--- config.mk ---
export PLATFORM = sky130hd
export DESIGN_NAME = padc_dig_ctrl
export DESIGN_NICKNAME = d
export VERILOG_FILES = /design/src/rtl/padc_dig_ctrl.sv
export SDC_FILE = /design/constraint.sdc
export NUM_CORES = 1
export LEC_CHECK = 0
export BUFFER_PORTS_ARGS = -buffer_cell sky130_fd_sc_hd__buf_2
export CORE_MARGIN = 4
export CORE_UTILIZATION = 55
export CTS_CLUSTER_DIAMETER = 80
export DETAILED_ROUTE_END_ITERATION = 8
export PLACE_DENSITY = 0.74
export SLEW_MARGIN = 20
export SYNTH_ARGS = -nofsm -noshare
export SYNTH_HDL_FRONTEND = slang
export SYNTH_SLANG_ARGS = --single-unit
--- constraint.sdc ---
create_clock -name clk -period 3.2 [get_ports clk]
set_input_delay 0.96 -clock clk [delete_from_list [all_inputs] [get_ports clk]]
set_output_delay 0.96 -clock clk [all_outputs]
set_load 0.05 [all_outputs]
--- src/rtl/padc_dig_ctrl.sv ---
// Digital back end of a 7-stage pipelined ADC: stage alignment, redundancy correction
// and a show-ahead output FIFO. Optional macro PADC_DIG_CTRL_OVF_CNT_EN adds the drop counter.
`timescale 1ns/1ps
module padc_dig_ctrl #(
    parameter int FIFO_DEPTH = 4,
    parameter int OVF_W      = 8
) (
    input  logic             clk,
    input  logic             rstn,
    input  logic             en,
    input  logic [1:0]       dig_raw [7],
    input  logic             out_ready,
    output logic             out_valid,
    output logic [7:0]       out_code,
    output logic             busy,
    output logic             code_err,
    output logic [OVF_W-1:0] ovf_cnt
);
    localparam int          AW      = $clog2(FIFO_DEPTH);
    localparam logic [AW:0] PTR_ONE = {{AW{1'b0}}, 1'b1};

    typedef enum logic [1:0] {
        IDLE  = 2'd0,
        FILL  = 2'd1,
        RUN   = 2'd2,
        DRAIN = 2'd3
    } state_t;

    state_t            state_r;
    state_t            state_nxt_s;
    logic [2:0]        fill_cnt_r;
    logic              busy_r;
    logic              flush_s;
    logic              tag_in_s;
    logic [5:0]        tag_r;
    logic [6:0][1:0]   aligned_s;
    logic [7:0]        sum_s;
    logic              err_s;
    logic [7:0]        code_r;
    logic              code_vld_r;
    logic              code_err_r;
    logic [7:0]        mem_r [FIFO_DEPTH];
    logic [AW:0]       wr_ptr_r;
    logic [AW:0]       rd_ptr_r;
    logic [AW:0]       wr_ptr_nxt_s;
    logic [AW:0]       rd_ptr_nxt_s;
    logic              full_s;
    logic              pop_s;
    logic              wr_req_s;
    logic              push_s;
    logic [7:0]        head_nxt_s;
    logic              out_valid_r;
    logic [7:0]        out_code_r;

    // An illegal 2'b11 decision is weighted as 2'b10
    function automatic logic [1:0] fix_code(input logic [1:0] d);
        fix_code = (d == 2'b11) ? 2'b10 : d;
    endfunction

    // Next-state decode
    always_comb begin
        state_nxt_s = state_r;
        case (state_r)
            IDLE: begin
                if (en) state_nxt_s = FILL;
                else    state_nxt_s = IDLE;
            end
            FILL: begin
                if (!en)                     state_nxt_s = IDLE;
                else if (fill_cnt_r == 3'd6) state_nxt_s = RUN;
                else                         state_nxt_s = FILL;
            end
            RUN: begin
                if (!en) state_nxt_s = DRAIN;
                else     state_nxt_s = RUN;
            end
            DRAIN: begin
                if (en)               state_nxt_s = FILL;
                else if (!out_valid_r) state_nxt_s = IDLE;
                else                  state_nxt_s = DRAIN;
            end
            default: state_nxt_s = IDLE;
        endcase
    end

    assign flush_s  = (state_r == FILL) && !en;
    // A sample is kept only if its stage-0 code is taken while entering or staying in RUN
    assign tag_in_s = (state_nxt_s == RUN);

    // State register, FILL cycle counter and busy flag
    always_ff @(posedge clk or negedge rstn) begin
        if (!rstn) begin
            state_r    <= IDLE;
            fill_cnt_r <= 3'd0;
            busy_r     <= 1'b0;
        end else begin
            state_r <= state_nxt_s;
            busy_r  <= (state_nxt_s != IDLE);
            if ((state_r == FILL) && (state_nxt_s == FILL)) fill_cnt_r <= fill_cnt_r + 3'd1;
            else                                            fill_cnt_r <= 3'd0;
        end
    end

    for (genvar gi = 0; gi < 6; gi++) begin : g_dly
        logic [1:0] dly_r [6-gi];
        // Delay line holding stage gi until the later stages of its sample arrive
        always_ff @(posedge clk or negedge rstn) begin
            if (!rstn) begin
                for (int k = 0; k < 6 - gi; k++) dly_r[k] <= 2'b00;
            end else if (flush_s) begin
                for (int k = 0; k < 6 - gi; k++) dly_r[k] <= 2'b00;
            end else begin
                dly_r[0] <= dig_raw[gi];
                for (int k = 1; k < 6 - gi; k++) dly_r[k] <= dly_r[k-1];
            end
        end
        assign aligned_s[gi] = dly_r[5-gi];
    end
    assign aligned_s[6] = dig_raw[6];

    // Redundancy correction: weighted sum of the coincident stage codes
    always_comb begin
        sum_s = 8'd0;
        err_s = 1'b0;
        for (int i = 0; i < 7; i++) begin
            sum_s = sum_s + ({6'd0, fix_code(aligned_s[i])} << (6 - i));
            err_s = err_s | (aligned_s[i] == 2'b11);
        end
    end

    // Sample tag pipeline, corrected-word register and sticky illegal-code flag
    always_ff @(posedge clk or negedge rstn) begin
        if (!rstn) begin
            tag_r      <= 6'd0;
            code_vld_r <= 1'b0;
            code_r     <= 8'd0;
            code_err_r <= 1'b0;
        end else begin
            if (flush_s) begin
                tag_r      <= 6'd0;
                code_vld_r <= 1'b0;
            end else begin
                tag_r      <= {tag_r[4:0], tag_in_s};
                code_vld_r <= tag_r[5];
            end
            code_r <= sum_s;
            if (tag_r[5] && err_s) code_err_r <= 1'b1;
            else                   code_err_r <= code_err_r;
        end
    end

    assign full_s   = (wr_ptr_r[AW] != rd_ptr_r[AW]) && (wr_ptr_r[AW-1:0] == rd_ptr_r[AW-1:0]);
    assign pop_s    = out_valid_r && out_ready;
    assign wr_req_s = code_vld_r && (state_r == RUN);
    assign push_s   = wr_req_s && (!full_s || pop_s);

    // Pointer advance and the head word seen after this edge
    always_comb begin
        wr_ptr_nxt_s = wr_ptr_r;
        rd_ptr_nxt_s = rd_ptr_r;
        head_nxt_s   = 8'd0;
        if (push_s) wr_ptr_nxt_s = wr_ptr_r + PTR_ONE;
        else        wr_ptr_nxt_s = wr_ptr_r;
        if (pop_s)  rd_ptr_nxt_s = rd_ptr_r + PTR_ONE;
        else        rd_ptr_nxt_s = rd_ptr_r;
        // A word pushed into an otherwise empty FIFO becomes the head directly
        if (push_s && (rd_ptr_nxt_s == wr_ptr_r)) head_nxt_s = code_r;
        else                                      head_nxt_s = mem_r[rd_ptr_nxt_s[AW-1:0]];
    end

    // FIFO storage, pointers and registered show-ahead outputs
    always_ff @(posedge clk or negedge rstn) begin
        if (!rstn) begin
            wr_ptr_r    <= {(AW+1){1'b0}};
            rd_ptr_r    <= {(AW+1){1'b0}};
            out_valid_r <= 1'b0;
            out_code_r  <= 8'd0;
            for (int k = 0; k < FIFO_DEPTH; k++) mem_r[k] <= 8'd0;
        end else begin
            wr_ptr_r    <= wr_ptr_nxt_s;
            rd_ptr_r    <= rd_ptr_nxt_s;
            out_valid_r <= (wr_ptr_nxt_s != rd_ptr_nxt_s);
            out_code_r  <= head_nxt_s;
            if (push_s) mem_r[wr_ptr_r[AW-1:0]] <= code_r;
        end
    end

`ifdef PADC_DIG_CTRL_OVF_CNT_EN
    logic [OVF_W-1:0] ovf_cnt_r;
    logic             drop_s;

    assign drop_s = wr_req_s && full_s && !pop_s;

    // Saturating count of words dropped on a full FIFO
    always_ff @(posedge clk or negedge rstn) begin
        if (!rstn) begin
            ovf_cnt_r <= {OVF_W{1'b0}};
        end else if (drop_s && (ovf_cnt_r != {OVF_W{1'b1}})) begin
            ovf_cnt_r <= ovf_cnt_r + OVF_W'(1);
        end else begin
            ovf_cnt_r <= ovf_cnt_r;
        end
    end

    assign ovf_cnt = ovf_cnt_r;
`else
    assign ovf_cnt = {OVF_W{1'b0}};
`endif

    assign out_valid = out_valid_r;
    assign out_code  = out_code_r;
    assign busy      = busy_r;
    assign code_err  = code_err_r;

endmodule
# [Yosys cells after proc, flatten, opt, wreduce, memory -nomap -nowiden]
# Index checks and enable logic that the tools add are counted.
# Widths: inputs -> output; s select.
[word_totals] reg_bits=111 wordCells=119
[op_classes] addsub=9 magnitude_cmp=3 n_eq_ne=17 n_mux=32 n_bitwise=8 reduce_logical=14
[ops] operator="$mux 8" n=5
[ops] operator="$bwmux 32" n=1
[ops] operator="$mux 2" n=12
[ops] operator="$eq 2x2->1 const B" n=10
[ops] operator="$bmux 8 s2" n=1
[ops] operator="$demux 8 s2" n=1
[ops] operator="$mux 12" n=1
[ops] operator="$mux 6" n=2
[ops] operator="$mux 10" n=1
[ops] operator="$add 3x1->3 const B" n=3
[ops] operator="$logic_and 1x1->1" n=9
[ops] operator="$mux 3" n=3
[ops] operator="$add 8x2->8" n=1
[ops] operator="$add 8x3->8" n=1
[ops] operator="$add 8x4->8" n=1
[ops] operator="$add 8x5->8" n=1
[ops] operator="$add 8x6->8" n=1
[ops] operator="$add 8x7->8" n=1
[ops] operator="$pmux 2 s4" n=1
[ops] operator="$ge 3x3->1 const B" n=2
[ops] operator="$not 2->3" n=2
[ops] operator="$or 1x1->1" n=6
[ops] operator="$eq 2x1->1 const B" n=2
[ops] operator="$mux 4" n=1
[ops] operator="other kinds (11)" n=14

# [Depth between registers and ports, before layout]
# Gate-level depths: netlist of the first run.
[logic_depth] ltp_word=8 ltp_mapped=9 mapped_depth_nobuf=9

# [Worst setup path after synthesis of the first run]
# Ideal clock, no wire load.
[synth_path] kind="input-to-reg" from="in out_ready" to="reg out_code_r[6] (netlist: out_code[6])" t_arrival_ns=2.290 path_slack_ns=0.785 stages=6 n_path_buf=1 cell_sequence="nand2_1 xor2_4 buf_4 mux2i_1 mux2i_1 mux2_2"
[synth_between] elab_chain_cells=7 elab_cells_between_ends=11 classes_between="1 x eq/ne; 5 x mux; 1 x bitwise; 4 x reduce/logical"
[synth_rtl] item="from (decl)" line="12" text="input logic out_ready,"
[synth_rtl] item="$logic_and 1x1->1 *" line="153" text="assign pop_s = out_valid_r && out_ready;"
[synth_rtl] item="$mux 3" line="164" text="if (pop_s) rd_ptr_nxt_s = rd_ptr_r + PTR_ONE;"
[synth_rtl] item="$not 2->3 (not written as such)" line="168" text="else head_nxt_s = mem_r[rd_ptr_nxt_s[AW-1:0]];"
[synth_rtl] item="$bmux 8 s2" line="168"
[synth_rtl] item="$mux 8 (not written as such) (2 in series)" line="168"
[synth_rtl] item="$mux 8 *" line="167" text="if (push_s && (rd_ptr_nxt_s == wr_ptr_r)) head_nxt_s = code_r;"
[synth_rtl] item="via head_nxt_s[6]" line="51" text="logic [7:0] head_nxt_s;"
[synth_rtl] item="to (signal assigned)" line="183" text="out_code_r <= head_nxt_s;"
[synth_rtl] item="to (decl)" line="53" text="logic [7:0] out_code_r;"
# Mark *: on every way through the listed nets, which the timed path passes. The rest lies on a longest branch. The select of a mux whose other input is x is not followed.
# A chain may end at the register's enable or synchronous reset.

# [Final worst setup path of the first run]
[layout_path] from="in out_ready" to="reg out_code_r[1] (netlist: out_code[1])"
# The elaborated chain is that of the path after synthesis.

==> results of run 1 <==
## cells by family (layout without fill, tap and decap cells)
| logic type | Yosys count | count (layout) | synth area share, % |
|---|---|---|---|
| multiplexers | 67 | 67 | 15.5 |
| other | 1 | 8 | 0.0803 |
| AO/OA/AOI/OAI | 20 | 20 | 3.27 |
| buffers and inverters | 35 | 63 | 3.78 |
| XOR/XNOR | 15 | 15 | 3.21 |
| AND/OR/NAND/NOR | 85 | 85 | 10.8 |
| adder cells (fa/ha/maj) | 14 | 14 | 3.91 |
| flip-flops | 111 | 111 | 59.5 |
## state kept, by name (all words and copies together), names as in the netlist, 2 cells and up
register,flops
state_r,2
code_r,8
rd_ptr_r,3
aligned_s,10
out_code,8
g_dly.dly_r,32
fill_cnt_r,3
tag_r,6
wr_ptr_r,3
mem_r,32
## worst paths after layout
path	depth (start not counted)	to	start
max in group asynchronous	2	g_dly[0].dly_r[2]	rstn
min in group asynchronous	1	mem_r[24]	rstn
worst min register to register	1	g_dly[1].dly_r[7]	g_dly[1].dly_r[9]
worst min-delay path	1	g_dly[1].dly_r[7]	g_dly[1].dly_r[9]
worst max register to register	6	out_code[1]	out_valid
worst max-delay path	7	out_code[1]	out_ready
## report_power, final
| group | total, W | leakage [nW] | switching, W | internal [W] |
|---|---|---|---|---|
| Combinational | 0.000580 | 1.04 | 0.000333 | 0.000247 |
| Sequential | 0.00154 | 1.48 | 0.0000652 | 0.00148 |
| Clock | 0.000789 | 0.0961 | 0.000483 | 0.000307 |
## per-layer routing
| metal | up-vias | routed length (µm) | GRT usage (%) |
|---|---|---|---|
| li1 | 1205 | - | - |
| met3 | 5 | 183 | 3.61 |
| met5 | - | 0 | 0 |
| met4 | 0 | 61 | 4.46 |
| met2 | 28 | 3440 | 25.5 |
| met1 | 1263 | 3200 | 19.9 |
## critical path, stage by stage
cell and delay [ns]:
buf_2 0.10, nand2_1 0.23, xor2_4 0.38, buf_4 0.30, mux2i_1 0.24, mux2i_1 0.10
mux2_2 0.26
## final cells by class
class	count	area, µm²	area share, %
Clock buffer	10	128	2.51
Clock inverter	6	57.6	1.13
Inverter	14	52.6	1.03
Multi-Input combinational cell	209	1750	34.4
Sequential cell	111	2780	54.6
Tap cell	105	131	2.58
Timing Repair Buffer	33	193	3.79
## Yosys cell counts, types with 2 or more instances
cell type | instances | area share [%]
mux2i_1 | 26 | 5.6
nor2_1 | 7 | 0.56
nand2_1 | 4 | 0.32
inv_1 | 14 | 1.1
o21ai_0 | 5 | 0.54
nand2_2 | 4 | 0.54
buf_4 | 9 | 1.4
xor2_1 | 2 | 0.38
nor2b_1 | 58 | 7.8
a21oi_1 | 4 | 0.43
a22oi_1 | 2 | 0.32
nand3_1 | 5 | 0.54
ha_1 | 13 | 3.5
clkbuf_1 | 11 | 0.88
dfrtp_1 | 111 | 59
a21o_1 | 2 | 0.32
mux2_2 | 40 | 9.6
xnor2_1 | 12 | 2.2
nor3_1 | 3 | 0.32
## through the flow
| step | power, W | area, µm² | hold slack (ns) |
|---|---|---|---|
| 2_1_floorplan | 0.00204 | 4700 | 0.430 |
| 3_3_place_gp | 0.00214 | 4900 | 0.441 |
| 3_5_place_dp | 0.00215 | 4900 | 0.447 |
| 4_1_cts | 0.00295 | 5090 | 0.474 |
| 5_1_grt | 0.00306 | 5090 | 0.491 |
| 6_report | 0.00291 | 5090 | 0.470 |
==> qor.yml, run 1 <==
run_status: "completed"
syn_area_um2: 4670
syn_area_per_cell_um2: 13.4
crit_type: "in2reg"
reg2reg_slack_ns: 1.11
syn-instance-count: 348
setup_viol: 0
die_height_um: 100
final_common_cell: "dfrtp_1"
fmax_mhz: 426
fin_ws_ns: 0.852
tritoncts: "done"
critPathArrivalTime_ns: 2.59
remaining_drc_errors: 0
finalNetCount: 410
hold_viol_final: 0
cts_setup_buffers: 0
critPathCaptureType: "flip-flop"
final_cell_mix: "dfrtp_1 (111), nor2b_1 (58), mux2_2 (40)"
dr.pass1.iters: 5
finalClockSkew_ns: 0.00684
routabilityCongestion: 0.731
ir_worst_vdd_v: 0.000351
cts_root_buf: "clkbuf_8"
wire_per_inst_um: 14.1
fin_crit_ns: 2.35
vias: 2501
yosysUniqueCellTypes: 35
wirelength_mm: 6.88
slew_violations: 0
place_hpwl_mm: 4.69
ios: 37
grt_max_degree: 50
dp.cells: 472
cts-buffers-inserted: 9
synth_warnings: 0
period_share_pct: 73.4
async_reset_ff_share_pct: 100
clock_latency_ns: 0.35
post-route-util_pct: 61.6
core_um2: 8260
dieArea_um2: 10000
fill_cells: 639
grt_pass1_wl_mm: 12.0
start_util_pct: 56.6
cts_sinks: 111
track_usage_pct: 15.2
grt_pass1_vias: 2571
layout-drive-gt1-share_pct: 25.3
die_x_um: 100
htree_levels: 3
rows: 33
syn_to_final_growth_pct: 8.92
rsz0062_at_grt: "false"
required_ns: 3.45
ys_ff_latch: 111
drv_cap: 0
fin_tns_setup_ns: 0
p_leak_nw: 2.61
power_density_nw_per_um2: 572
port-buffer-count: 28
startpoint_type: "input pin"
ctsHoldBuffers: 0
viasPerCell: 5.13
synth-edff-count: 0
layout.cells.non_filler: 488
cts_resized: 0
pre_cts_slack_ns: 0.474
grt_antenna_before_repair: 0
cts_max_path_buffers: 2
synth.yosys.seq_area_share_pct: 59.5
hold_path.class: "reg2reg"
drt_iter0_drc: 23
antenna_cells: 0
ys.flop_type: "dfrtp_1"
worstPathMaxFanout: 11
drtAntennaViolNets: 0
clk_pin_slew_ns: 0.11
grt_overflow_total: 0
Note: power is estimated with default switching activity, not from simulation.
==> inputs of run 2 (changes only) <==
==> constraint.sdc (replaced) <==
create_clock -name clk -period 2.2 [get_ports clk]
set_input_delay 0.66 -clock clk [delete_from_list [all_inputs] [get_ports clk]]
set_output_delay 0.66 -clock clk [all_outputs]
set_load 0.05 [all_outputs]
==> run 2 against run 1 <==
Highest routed layer unchanged. Non-clock buffer count increased by 8. Sequential cell count unchanged. Largest power group unchanged. Global-route usage increased by 0.85 points. Combinational power increased by 53%. Clock skew increased by 0.0054 ns. Critical path depth increased by 3. Power increased by 46%. Sequential share of layout area decreased by 0.68 points.
==> qor.yml, run 2 (synthesized netlist as in run 1, its figures left out) <==
layout-drive-gt1-share_pct: 27.4
period_share_pct: 88.9
drtAntennaViolNets: 0
cts-buffers-inserted: 9
antenna_cells: 0
fin_area_um2: 5150
clock_latency_ns: 0.37
viasPerCell: 5.07
rows: 33
cpPeakStageDelay_ns: 0.42
cts_resized: 0
layout.cells.non_filler: 496
clk_pin_slew_ns: 0.11
port-buffer-count: 28
power_density_nw_per_um2: 822
htree_levels: 3
rsz0062_at_grt: "false"
wire_per_inst_um: 14.1
tritoncts: "done"
critical_path.cell_chain: "nor2b_1, ha_1, inv_1, fa_1, nor2b_1, o21ai_0, a21boi_1, buf_4, o211ai_1, nand3_1"
drt_iter0_drc: 61
remaining_drc_errors: 0
routabilityCongestion: 0.741
vias: 2513
cts_sinks: 111
cts_setup_buffers: 0
critPathArrivalTime_ns: 2.26
grt_max_degree: 49
ir_worst_vdd_v: 0.000496
setup_viol: 0
grt_antenna_before_repair: 0
crit_type: "reg2reg"
ios: 37
slew_violations: 0
pre_cts_slack_ns: -0.0182
finalClockSkew_ns: 0.0122
track_usage_pct: 16.1
crit_path_frequent_cell: "nor2b_1"
finalNetCount: 418
grt_pass1_vias: 2592
grt_pass1_wl_mm: 12.5
place_hpwl_mm: 4.89
dp.cells: 480
start_util_pct: 56.6
fin_crit_ns: 1.96
worstPathMaxFanout: 4
critPathCaptureType: "flip-flop"
postPlaceCellArea_um2: 4980
fmax_mhz: 511
hold_viol_final: 0
critPathSlowestCell: "dfrtp_1"
die_height_um: 100
run_status: "completed"
cts_max_path_buffers: 2
syn_to_final_growth_pct: 10.3
cts_root_buf: "clkbuf_8"
final_cell_mix: "dfrtp_1 (110), nor2b_1 (58), mux2_2 (40)"
p_leak_nw: 2.65
grt_overflow_total: 0
hold_path.class: "in2async"
total_power_w: 0.00424
dieArea_um2: 10000
die_x_um: 100
drv_cap: 0
fin_tns_setup_ns: 0
fin_ws_ns: 0.245
ctsHoldBuffers: 0
core_um2: 8260
crit_family: "adder cells"
required_ns: 2.50
dr.pass1.iters: 4
final_common_cell: "dfrtp_1"
wirelength_mm: 6.99
startpoint_type: "flip-flop"
path_buf_inv: 2
[run 2: cell type report]
type                            count  area [µm²]
Clock buffer                        9         124
Sequential cell                   111        2780
Clock inverter                      7        53.8
Fill cell                         659        3100
Tap cell                          105         131
Multi-Input combinational cell    209        1750
Timing Repair Buffer               41         265
Inverter                           14        52.6
[run 2: final timing paths]
path,start,to,slack [ns],depth (start not counted)
hold / removal,rstn,out_code[0],0.22,1
hold reg to reg,fill_cnt_r[0],fill_cnt_r[0],0.46,1
max in group asynchronous,rstn,mem_r[3],1.32,2
min in group clk,fill_cnt_r[0],fill_cnt_r[0],0.46,1
setup reg to reg,g_dly[5].dly_r[1],code_r[7],0.24,10
setup / recovery,g_dly[5].dly_r[1],code_r[7],0.24,10
[run 2: where the power goes]
| part | switching (W) | total [W] | internal [W] |
|---|---|---|---|
| combinational | 0.000501 | 0.000887 | 0.000387 |
| clock | 0.000681 | 0.00111 | 0.000426 |
| sequential | 0.0000950 | 0.00224 | 0.00215 |
[run 2: worst reg2reg max path, stage by stage, from the launching register on]
cell      delay (ns)
dfrtp_1         0.42
nor2b_1         0.15
ha_1            0.19
inv_1           0.06
fa_1            0.37
nor2b_1         0.12
o21ai_0         0.11
a21boi_1        0.18
buf_4           0.14
o211ai_1        0.07
nand3_1         0.08
[run 2: per-layer routing]
metal | share of wire (%) | track usage [%] | vias to the layer above
met5 | 0 | 0 | -
met4 | 1.6 | 5.70 | 0
met3 | 3.6 | 4.59 | 6
met2 | 50 | 26.3 | 36
met1 | 45 | 20.7 | 1251
li1 | - | - | 1220
[run 2: metrics by stage]
| stage | util (%) | hold slack, ns |
|---|---|---|
| finish | 62.4 | 0.222 |
| global route | 62.4 | 0.235 |
| CTS | 62.4 | 0.226 |
| detailed placement | 60.3 | 0.448 |
| global placement | 60.3 | 0.441 |
| floorplan | - | 0.364 |
==> inputs of run 3 (changes only) <==
--- a/config.mk
+++ b/config.mk
@@ -5,6 +5,7 @@
 export SDC_FILE = /design/constraint.sdc
 export NUM_CORES = 1
 export LEC_CHECK = 0
+export ABC_AREA = 1
 export BUFFER_PORTS_ARGS = -buffer_cell sky130_fd_sc_hd__buf_2
 export CORE_MARGIN = 4
 export CORE_UTILIZATION = 55
==> run 3 against run 2 <==
Power up 23%. Maximum frequency up 4.2%. Worst setup slack better by 0.080 ns. Combinational power up 83%. Worst hold slack worse by 0.041 ns. Count of clock-buffer cells in the layout unchanged. Non-clock buffer count down 5. Register-to-register slack better by 0.08 ns. Die area up 6.6%. Sequential cell count unchanged. Global-route usage up 1.9 points. Clock power up 5%. Largest cell class unchanged. Largest power group unchanged.
==> qor.yml, run 3 <==
run_status: "completed"
post-route-util_pct: 61.4
cts_max_path_buffers: 2
syn_area_per_cell_um2: 8.71
fin_tns_setup_ns: 0
start_util_pct: 56.8
drt_iter0_drc: 162
grt_overflow_total: 0
rr_endpoint: "code_r[7]"
r2r_cells: 11
comb_power_share_pct: 31.3
clk_pin_slew_ns: 0.11
startpoint_type: "flip-flop"
internal_power_w: 0.00318
hold_viol_final: 0
cts_root_buf: "clkbuf_8"
worstPathMaxFanout: 3
period_share_pct: 85.3
sw_frac_of_total_pct: 38.8
final_cell_mix: "nand2_1 (188), dfrtp_1 (111), inv_1 (109)"
ir_worst_vdd_v: 0.000480
finalClockSkew_ns: 0.0104
synth_warnings: 0
track_usage_pct: 18.0
fin_ws_ns: 0.324
netlist_top_cells_area: "dfrtp_1 (55%), nand2_1 (14%), inv_1 (8.2%), ha_1 (3.2%), o21ai_1 (3.0%)"
crit_type: "reg2reg"
place_hpwl_mm: 5.75
slew_violations: 0
synth_top_area_share_pct: 55.5
ios: 37
synth_top_area_cell: "dfrtp_1"
die_x_um: 103
r2r_start: "g_dly[5].dly_r[1]"
port-buffer-count: 28
cts_sinks: 111
postPlaceCellArea_um2: 5220
grt_pass1_wl_mm: 15.1
dieArea_um2: 10700
grt_max_degree: 49
finalNetCount: 634
setup_viol: 0
grt_antenna_before_repair: 0
endpoint: "code_r[7]"
hold_path.class: "in2async"
required_ns: 2.52
drtAntennaViolNets: 0
syn_area_um2: 5010
wirelength_mm: 8.34
synth-edff-count: 0
rsz0062_at_grt: "false"
cts_resized: 0
wire_per_inst_um: 11.7
power_density_nw_per_um2: 961
crit_path_start: "g_dly[5].dly_r[1]"
critPathCaptureType: "flip-flop"
fin_area_um2: 5410
syn_to_final_growth_pct: 7.97
grt_pass1_vias: 3393
switchingPower_w: 0.00201
reg2reg_slack_ns: 0.32
fmax_mhz: 533
pwr-share-clk_pct: 22.3
syn-instance-count: 575
ys.flop_type: "dfrtp_1"
async_reset_ff_share_pct: 100
whs_ns: 0.181
layout-drive-gt1-share_pct: 12.0
synth.yosys.seq_area_share_pct: 55.5
dr.pass1.iters: 4
p_leak_nw: 3.09
tritoncts: "done"
viasPerCell: 4.85
yosysMostFrequentCell: "nand2_1"
core_um2: 8810
cts_setup_buffers: 0
vias: 3460
final_common_cell: "nand2_1"
ys_ff_latch: 111
ctsHoldBuffers: 0
rows: 34
drv_cap: 0
routabilityCongestion: 0.806
htree_levels: 3
yosysUniqueCellTypes: 36
die_height_um: 103
cts-buffers-inserted: 9
remaining_drc_errors: 0
clock_latency_ns: 0.37
netlist_top_cells_count: "nand2_1 (188), dfrtp_1 (111), inv_1 (109)"
fin_crit_ns: 1.88
seq_power_share_pct: 46.4
pre_cts_slack_ns: 0.143
critPathArrivalTime_ns: 2.20
antenna_cells: 0
==> run 3: critical path, cell delays in order, from the launching register on <==
cell     delay, ns
dfrtp_1       0.42
nor2_1        0.13
ha_1          0.20
inv_1         0.06
fa_1          0.39
o21ai_0       0.25
nand2_1       0.08
nand2_1       0.07
nand2_1       0.06
nand2_1       0.06
nand2_1       0.05
nand2_1       0.05
==> run 3: area by class of cell <==
class / instances / area [µm²]
Sequential cell: 111 / 2780
Fill cell: 756 / 3400
Timing Repair Buffer: 36 / 228
Tap cell: 108 / 135
Multi-Input combinational cell: 330 / 1650
Inverter: 114 / 429
Clock buffer: 9 / 124
Clock inverter: 6 / 65.1
==> run 3: kinds of logic after synthesis <==
group	synth area share, %
buffers and inverters	12.1
flip-flops	55.5
adder cells (fa/ha/maj)	3.65
AO/OA/AOI/OAI	5.65
XOR/XNOR	1.40
AND/OR/NAND/NOR	21.6
other	0.0749
==> run 3: how the worst min path moves through the flow <==
stage,end,slack (ns),start
2_1_floorplan,aligned_s[0],0.36,rstn
3_3_place_gp,aligned_s[2],0.41,g_dly[1].dly_r[2]
3_5_place_dp,aligned_s[0],0.42,g_dly[0].dly_r[2]
4_1_cts,state_r[0],0.17,rstn
5_1_grt,tag_r[0],0.18,rstn
6_report,busy,0.18,rstn
==> run 3: routing by layer <==
metal	vias up	part of all wire [%]	global-route usage, %
met5	-	0	0
met4	0	1.7	5.28
met3	11	5.6	4.43
met2	87	49	30.9
met1	1623	43	22.5
li1	1739	-	-
==> run 3: stage by stage <==
step           power, W  cells
6_report        0.00519    714
3_3_place_gp    0.00403    699
3_5_place_dp    0.00408    699
2_1_floorplan   0.00366    582
4_1_cts         0.00525    714
5_1_grt         0.00552    714
==> run 3: power by group through the flow <==
| stage | registers [W] | clock network, W | logic (W) |
|---|---|---|---|
| after global placement | 0.00244 | 0 | 0.00158 |
| after detailed placement | 0.00245 | 0 | 0.00163 |
| after global routing | 0.00244 | 0.00128 | 0.00180 |
| final | 0.00241 | 0.00116 | 0.00162 |
| after CTS | 0.00241 | 0.00120 | 0.00164 |
| after floorplan | 0.00269 | 0 | 0.000972 |
